===== src/rtl/axi_lite_master_sched.sv =====
// Two-port request scheduler in front of the AXI-Lite master wrapper.
// Shares one wrapper between the instruction-fetch port (read-only) and the
// load/store port, with one outstanding single-beat transaction at a time
// and round-robin arbitration between the two requesters.
module axi_lite_master_sched #(
    parameter int unsigned ADDR_WIDTH = 32,
    parameter int unsigned DATA_WIDTH = 32,
    parameter int unsigned STRB_WIDTH = 4,
    parameter int unsigned LEN_WIDTH  = 8
) (
    input  logic                  aclk,
    input  logic                  aresetn,
    // instruction-fetch port
    input  logic                  if_req,
    input  logic [ADDR_WIDTH-1:0] if_addr,
    output logic                  if_gnt,
    output logic                  if_rsp_valid,
    output logic [DATA_WIDTH-1:0] if_rsp_rdata,
    // load/store port
    input  logic                  ls_req,
    input  logic                  ls_we,
    input  logic [ADDR_WIDTH-1:0] ls_addr,
    input  logic [DATA_WIDTH-1:0] ls_wdata,
    input  logic [STRB_WIDTH-1:0] ls_wstrb,
    output logic                  ls_gnt,
    output logic                  ls_rsp_valid,
    output logic [DATA_WIDTH-1:0] ls_rsp_rdata,
    // wrapper read user port
    output logic                  u_rd_req,
    output logic [ADDR_WIDTH-1:0] u_rd_addr,
    output logic [LEN_WIDTH-1:0]  u_rd_len,
    input  logic                  u_rd_gnt,
    input  logic                  u_rd_wen,
    input  logic [DATA_WIDTH-1:0] u_rd_data,
    output logic                  u_rd_wok,
    // wrapper write user port
    output logic                  u_wr_req,
    output logic [ADDR_WIDTH-1:0] u_wr_addr,
    output logic [LEN_WIDTH-1:0]  u_wr_len,
    output logic [DATA_WIDTH-1:0] u_wr_data,
    output logic [STRB_WIDTH-1:0] u_wr_strb,
    input  logic                  u_wr_gnt,
    input  logic                  u_wr_ren
);

    typedef enum logic [1:0] {IDLE, RD_ADDR, RD_DATA, WR} state_e;
    typedef enum logic {PORT_IF, PORT_LS} port_e;

    state_e                state_q, state_d;
    port_e                 rr_last_q, rr_last_d;
    port_e                 port_q, port_d;
    port_e                 winner;
    logic [ADDR_WIDTH-1:0] addr_q, addr_d;
    logic [DATA_WIDTH-1:0] wdata_q, wdata_d;
    logic [STRB_WIDTH-1:0] wstrb_q, wstrb_d;
    logic                  aw_done_q, aw_done_d;
    logic                  w_done_q, w_done_d;
    logic                  aw_now, w_now;
    logic                  if_rsp_valid_q, if_rsp_valid_d;
    logic                  ls_rsp_valid_q, ls_rsp_valid_d;
    logic [DATA_WIDTH-1:0] if_rsp_rdata_q, if_rsp_rdata_d;
    logic [DATA_WIDTH-1:0] ls_rsp_rdata_q, ls_rsp_rdata_d;

    assign if_rsp_valid = if_rsp_valid_q;
    assign ls_rsp_valid = ls_rsp_valid_q;
    assign if_rsp_rdata = if_rsp_rdata_q;
    assign ls_rsp_rdata = ls_rsp_rdata_q;

    // Next-state, arbitration and wrapper-side outputs.
    always_comb begin
        state_d        = state_q;
        rr_last_d      = rr_last_q;
        port_d         = port_q;
        addr_d         = addr_q;
        wdata_d        = wdata_q;
        wstrb_d        = wstrb_q;
        aw_done_d      = aw_done_q;
        w_done_d       = w_done_q;
        if_rsp_valid_d = 1'b0;
        ls_rsp_valid_d = 1'b0;
        if_rsp_rdata_d = if_rsp_rdata_q;
        ls_rsp_rdata_d = ls_rsp_rdata_q;
        if_gnt         = 1'b0;
        ls_gnt         = 1'b0;
        u_rd_req       = 1'b0;
        u_rd_addr      = '0;
        u_rd_len       = '0;
        u_rd_wok       = 1'b0;
        u_wr_req       = 1'b0;
        u_wr_addr      = '0;
        u_wr_len       = '0;
        u_wr_data      = '0;
        u_wr_strb      = '0;
        aw_now         = 1'b0;
        w_now          = 1'b0;
        // Fetch wins a tie unless it won last; a lone requester always wins.
        if (if_req && ls_req) begin
            winner = (rr_last_q == PORT_LS) ? PORT_IF : PORT_LS;
        end else begin
            winner = if_req ? PORT_IF : PORT_LS;
        end
        unique case (state_q)
            IDLE: begin
                // Grants are combinational, so keep them low while reset is held.
                if (aresetn && (if_req || ls_req)) begin
                    rr_last_d = winner;
                    port_d    = winner;
                    if (winner == PORT_IF) begin
                        if_gnt  = 1'b1;
                        addr_d  = if_addr;
                        wdata_d = '0;
                        wstrb_d = '0;
                        state_d = RD_ADDR;
                    end else begin
                        ls_gnt  = 1'b1;
                        addr_d  = ls_addr;
                        wdata_d = ls_wdata;
                        wstrb_d = ls_wstrb;
                        state_d = ls_we ? WR : RD_ADDR;
                    end
                end
            end
            RD_ADDR: begin
                u_rd_req  = 1'b1;
                u_rd_addr = addr_q;
                u_rd_len  = LEN_WIDTH'(1);
                if (u_rd_gnt) state_d = RD_DATA;
            end
            RD_DATA: begin
                u_rd_wok = 1'b1;
                if (u_rd_wen) begin
                    if (port_q == PORT_IF) begin
                        if_rsp_valid_d = 1'b1;
                        if_rsp_rdata_d = u_rd_data;
                    end else begin
                        ls_rsp_valid_d = 1'b1;
                        ls_rsp_rdata_d = u_rd_data;
                    end
                    state_d = IDLE;
                end
            end
            WR: begin
                u_wr_req  = !aw_done_q;
                u_wr_addr = addr_q;
                u_wr_len  = LEN_WIDTH'(1);
                u_wr_data = wdata_q;
                u_wr_strb = wstrb_q;
                // AW and W acceptance may land in either order or together.
                aw_now    = aw_done_q || (u_wr_req && u_wr_gnt);
                w_now     = w_done_q || u_wr_ren;
                if (aw_now && w_now) begin
                    ls_rsp_valid_d = 1'b1;
                    ls_rsp_rdata_d = '0;
                    aw_done_d      = 1'b0;
                    w_done_d       = 1'b0;
                    state_d        = IDLE;
                end else begin
                    aw_done_d = aw_now;
                    w_done_d  = w_now;
                end
            end
            default: state_d = IDLE;
        endcase
    end

    // State, request latch and registered response pulses.
    always_ff @(posedge aclk or negedge aresetn) begin
        if (!aresetn) begin
            state_q        <= IDLE;
            rr_last_q      <= PORT_LS;
            port_q         <= PORT_IF;
            addr_q         <= '0;
            wdata_q        <= '0;
            wstrb_q        <= '0;
            aw_done_q      <= 1'b0;
            w_done_q       <= 1'b0;
            if_rsp_valid_q <= 1'b0;
            ls_rsp_valid_q <= 1'b0;
            if_rsp_rdata_q <= '0;
            ls_rsp_rdata_q <= '0;
        end else begin
            state_q        <= state_d;
            rr_last_q      <= rr_last_d;
            port_q         <= port_d;
            addr_q         <= addr_d;
            wdata_q        <= wdata_d;
            wstrb_q        <= wstrb_d;
            aw_done_q      <= aw_done_d;
            w_done_q       <= w_done_d;
            if_rsp_valid_q <= if_rsp_valid_d;
            ls_rsp_valid_q <= ls_rsp_valid_d;
            if_rsp_rdata_q <= if_rsp_rdata_d;
            ls_rsp_rdata_q <= ls_rsp_rdata_d;
        end
    end

endmodule


===== config.mk =====
export PLATFORM = sky130hd
export DESIGN_NAME = axi_lite_master_sched
export DESIGN_NICKNAME = d
export VERILOG_FILES = /design/src/rtl/axi_lite_master_sched.sv
export SDC_FILE = /design/constraint.sdc
export NUM_CORES = 1
export LEC_CHECK = 0
export CAP_MARGIN = 20
export CORE_MARGIN = 2
export CORE_UTILIZATION = 40
export DETAILED_ROUTE_END_ITERATION = 6
export GPL_TIMING_DRIVEN = 0
export HOLD_SLACK_MARGIN = 0.15
export PLACE_DENSITY_LB_ADDON = 0.1
export SKIP_LAST_GASP = 1
export SLEW_MARGIN = 20
export SYNTH_ARGS = -nofsm -noshare
export SYNTH_HDL_FRONTEND = slang
export SYNTH_SLANG_ARGS = --single-unit

===== constraint.sdc =====
create_clock -name aclk -period 1.9 [get_ports aclk]
set_input_delay 0.285 -clock aclk [delete_from_list [all_inputs] [get_ports aclk]]
set_output_delay 0.285 -clock aclk [all_outputs]
set_load 0.02 [all_outputs]

Yosys cells after proc, flatten, opt, wreduce, memory -nomap -nowiden
Cells that the tools add are included. W data, S select, Z words.

Register bits: 140. Output and inout bits: 187.

Equal/unequal tests: 8. Muxes and demuxes: 41. Bitwise operators: 1. Reduce and logical (&&, ||, !) cells: 14.

Operators by type and width (number): $mux W32 (8); $pmux W32 S2 (1); $mux W1 (22); $mux W2 (6); $ne A2 B2 Y1 const B (5); $mux W4 (2); $pmux W2 S4 (1); $reduce_and A4 Y1 (2); $eq A2 B2 Y1 const B (2); $logic_and A1 B1 Y1 (4); $logic_or A1 B1 Y1 (3); $reduce_and A3 Y1 (1); $eq A2 B1 Y1 const B (1); $logic_not A2 Y1 (1); $pmux W1 S2 (1); $reduce_and A2 Y1 (1); $reduce_bool A2 Y1 (1); $logic_not A1 Y1 (1); $not A1 Y1 (1).

Depth between registers and ports, before layout
Word-level depth: 6. Depth in mapped cells: 6.

Worst setup path before layout
OpenSTA, ideal clock, no wires.

Kind: flip-flop to output port. From: reg state_q[1]. To: out u_rd_addr[23]. Data arrival time: 1.533 ns. Slack: 0.082 ns. Cell stages (with the launch flop): 5. Path buffers: 2. Path through: dfrtp_1 > clkbuf_1 > nor2b_1 > clkbuf_1 > and2_1.

Cells in the longest elaborated chain, start to end: 2.

RTL lines: start, declared (line 49) `state_e state_q, state_d;`; start signal, assigned (line 182) `state_q <= state_d;`; $eq A2 B1 Y1 (line 102) `unique case (state_q)`; $mux W32 (line 102); end, declared (line 30) `output logic [ADDR_WIDTH-1:0] u_rd_addr,`.

No other way between the ends.

Worst setup path after layout
From: reg state_q[0]. To: out u_rd_addr[27].

Same word-level chain as after synthesis.

==> summary.md <==
| Metric | Value |
|---|---|
| Worst EP required | `1.62 ns` |
| Failing checks | `negative setup slack` |
| Count of final hold-check violations | `0` |
| Aggregate global-route resource usage | `27.2%` |
| Critical path launch point type | `flop` |
| CP dominant cell by count | `buf_6` |
| Area leader, netlist | `dfrtp_1` |
| Synth Warn # | `0` |
| Utilization after layout | `73.2%` |
| Final ANT Viol Nets | `0` |
| First-pass GRT wire length | `34,100 µm` |
| Reg clk slew, reported paths | `0.06 ns` |
| Final Critical Period | `2.00 ns` |
| Kind of critical path | `flop to output port` |
| Share of cells above drive strength 1 | `37.1%` |
| Initial antenna violation count | `1` |
| Crit-path slowest cell | `dfrtp_2` |
| Yosys cell types | `29` |
| CTS tree | `built` |
| Seq/Total Area, Yosys | `56.1%` |
| Largest net degree at the start of global routing | `38` |
| CTS max path bufs | `2` |
| Setup ws final | `-0.0969 ns` |
| Starting Density | `41.0%` |
| Pwr Total | `16,900 µW` |
| Max-Cap Viols | `0` |
| RSZ-0062 raised after global routing | `yes` |
| Avg Synthesized Cell Area | `12.2 µm²` |
| DR pass1 iterations | `4` |
| Setup TNS | `-3.13 ns` |
| Bufs and invs on worst path | `4` |
| Num rows | `45` |
| GRT overflow | `0` |
| Sink Count | `140` |
| Iteration-0 DRC Markers | `226` |
| Die height | `129 µm` |
| Final setup violating endpoints | `55` |
| Htree depth | `4` |
| Max IR drop VDD | `0.766 mV` |
| Final slew viol count | `0` |
| CP Capture Type | `output port` |
| # IOs | `328` |
| Net load switching power | `6070 µW` |
| Synth Register Bits | `140` |
| Reg power frac | `31.5%` |
| Die Wd | `129 µm` |
| Crit-path cells | `buf_6, nor2b_4, buf_12, clkbuf_16, and2_4, buf_6` |
| Vias | `5,885` |
| Port Buffers | `313` |
| Comb power frac | `48.9%` |
| Final Skew | `0.0118 ns` |
| Hpwl dp | `15,600 µm` |
| Mapped Cells | `512` |
| Post-Syn Area | `0.00625 mm²` |
| Clock share of power | `19.6%` |
| Fmax | `0.501 GHz` |
| Vias in the first global route | `6,072` |
| Num CTS Buffers | `17` |
| Delay of the slowest critical-path stage | `0.43 ns` |
| Nets | `1,024` |
| WL final | `23,000 µm` |
| Outcome | `finished with violations` |
| Root Driver | `clkbuf_16` |
| GP Congestion | `0.842` |
| CP arrival | `1.71 ns` |
| Clock Latency Late Sink | `0.42 ns` |
| Switching part of the total | `35.8%` |
| # DRC | `0` |
| P&R area growth vs syn | `78.7%` |
| Pwr/cell area | `1520 mW/mm²` |
| Post-synth top area share | `55.7%` |
| Lkg Pwr | `0.00525 µW` |
| Vias per cell | `5.31` |
| Pint | `10,900 µW` |
| Die area | `0.0166 mm²` |
| Worst slack at placement | `-1.40 ns` |
| Delay-heaviest family, CP | `buffers and inverters` |
| Critical-path maximum fanout | `8` |
| Synth top area cells | `dfrtp_1 56%, a22o_1 9.5%, and3_1 7.1%` |
| Core area | `0.0153 mm²` |
| Drt wl/cell | `20.8 µm` |
| Final period utilization | `105%` |
| Hold WC Path Type | `input port to flop` |
==> worst reg2reg max path, cell delays in order (launching register included) <==
cell and delay [ns]:
dfrtp_2 0.45, nor3b_4 0.31, buf_4 0.21, nand2_1 0.08
buf_2 0.21, buf_2 0.22, a22o_1 0.21
==> per-stage QoR <==
| step | instance area, µm² | instances | hold WS (ns) |
|---|---|---|---|
| 6_report | 11200 | 1108 | 0.471 |
| 5_1_grt | 11200 | 1108 | 0.466 |
| 4_1_cts | 10800 | 1108 | 0.458 |
| 3_5_place_dp | 9730 | 1050 | 0.267 |
| 3_3_place_gp | 9690 | 1049 | 0.476 |
| 2_1_floorplan | 6300 | 525 | -0.0106 |
==> state kept, by name (all words and copies together) (netlist names) <==
register      count
ls_rsp_rdata     32
wstrb_q           4
ls_rsp_valid      1
port_q            1
w_done_q          1
state_q           2
addr_q           32
if_rsp_rdata     32
aw_done_q         1
rr_last_q         1
wdata_q          32
if_rsp_valid      1
==> synthesized netlist by cell type <==
library cell,n
conb_1,1
nor3b_4,1
a21oi_1,7
or2_1,1
inv_1,4
a221o_1,32
dfstp_2,1
buf_2,20
mux2_2,32
a21bo_1,1
and3b_1,1
nand3b_1,1
dfrtp_1,139
a22o_1,68
buf_4,20
nand2_1,3
o21ai_0,1
or2_2,2
nor2_1,2
and3_1,71
nor2b_1,3
nand2b_1,2
clkbuf_1,29
o2111ai_1,1
nand3_1,2
buf_6,1
a21boi_0,32
o221ai_2,1
and2_1,33
==> cell usage in the layout, fill, tap and decap left out, types with 2 or more instances in the layout <==
cell type	synthesis	final
buf_8	0	4
conb_1	1	14
buf_6	1	82
clkbuf_1	29	8
and2_4	0	27
clkdlybuf4s50_1	0	205
nor2b_1	3	2
buf_4	20	41
dlygate4sd3_1	0	3
clkbuf_2	0	2
and2_1	33	6
nand2_1	3	3
or2_2	2	2
inv_6	0	5
buf_2	20	37
a221o_1	32	32
and3_4	0	41
nor2_1	2	2
inv_1	4	4
clkbuf_16	0	20
clkbuf_4	0	3
mux2_2	32	32
clkinv_2	0	4
nand3_1	2	2
bufinv_16	0	2
dfrtp_1	139	137
a21oi_1	7	7
dfrtp_2	0	2
buf_16	0	2
buf_12	0	8
nand2b_1	2	2
a21boi_0	32	32
bufbuf_16	0	2
a22o_1	68	68
and3_1	71	30
clkbuf_8	0	10
==> worst paths after layout <==
path / to / depth (start not counted) / slack, ns / start
worst min-delay path: wdata_q[28] / 2 / 0.47 / ls_wdata[28]
worst max-delay path: u_rd_addr[27] / 6 / -0.1 / state_q[0]
max in group asynchronous: addr_q[31] / 4 / 0.92 / aresetn
min in group asynchronous: ls_rsp_rdata[24] / 3 / 0.53 / aresetn
worst max register to register: wdata_q[6] / 6 / 0.12 / state_q[1]
worst min register to register: wdata_q[0] / 1 / 0.50 / wdata_q[0]
==> final cells by class <==
cell class / count / area (µm²)
fill: 1081 / 4090
timing repair buffer: 346 / 3590
sequential: 140 / 3510
multi-input combinational: 311 / 2690
buffer: 63 / 513
clock buffer: 20 / 457
tap: 211 / 264
clock inverter: 12 / 131
inverter: 4 / 15.0
antenna: 1 / 2.50
==> per-layer routing <==
layer	vias to the layer above	wire, µm	track usage, %	part of all wire (%)
met5	-	0	0	0
met4	0	630	10.7	2.7
met3	41	1830	7.90	8.0
met2	281	11700	46.6	51
met1	2953	8840	32.4	38
li1	2610	-	-	-
==> cells by family after synthesis <==
kind of cell | share of synthesized area, %
AOI/OAI and AO/OA | 19.7
buffers and inverters | 6.17
muxes | 5.77
DFF | 56.1
and+or+nand+nor | 12.2
other | 0.0600
==> repair_timing <==
item	4_1_cts	5_1_grt
hold buffers	7	0
setup buffers	13	6
pin swaps	13	3
endpoints found under the hold margin	139	0
gates cloned	8	0
resized for setup	644	95
setup endpoints to repair	179	148
==> power by group through the flow <==
stage | logic, µW | clock network [µW] | registers (µW)
floorplan | 3120 | 0 | 5780
global placement | 6880 | 0 | 5200
detailed placement | 7050 | 0 | 5240
CTS | 7920 | 3350 | 5270
global route | 8770 | 3490 | 5500
finish | 8280 | 3320 | 5340
Note: power is estimated with default switching activity, not from simulation.
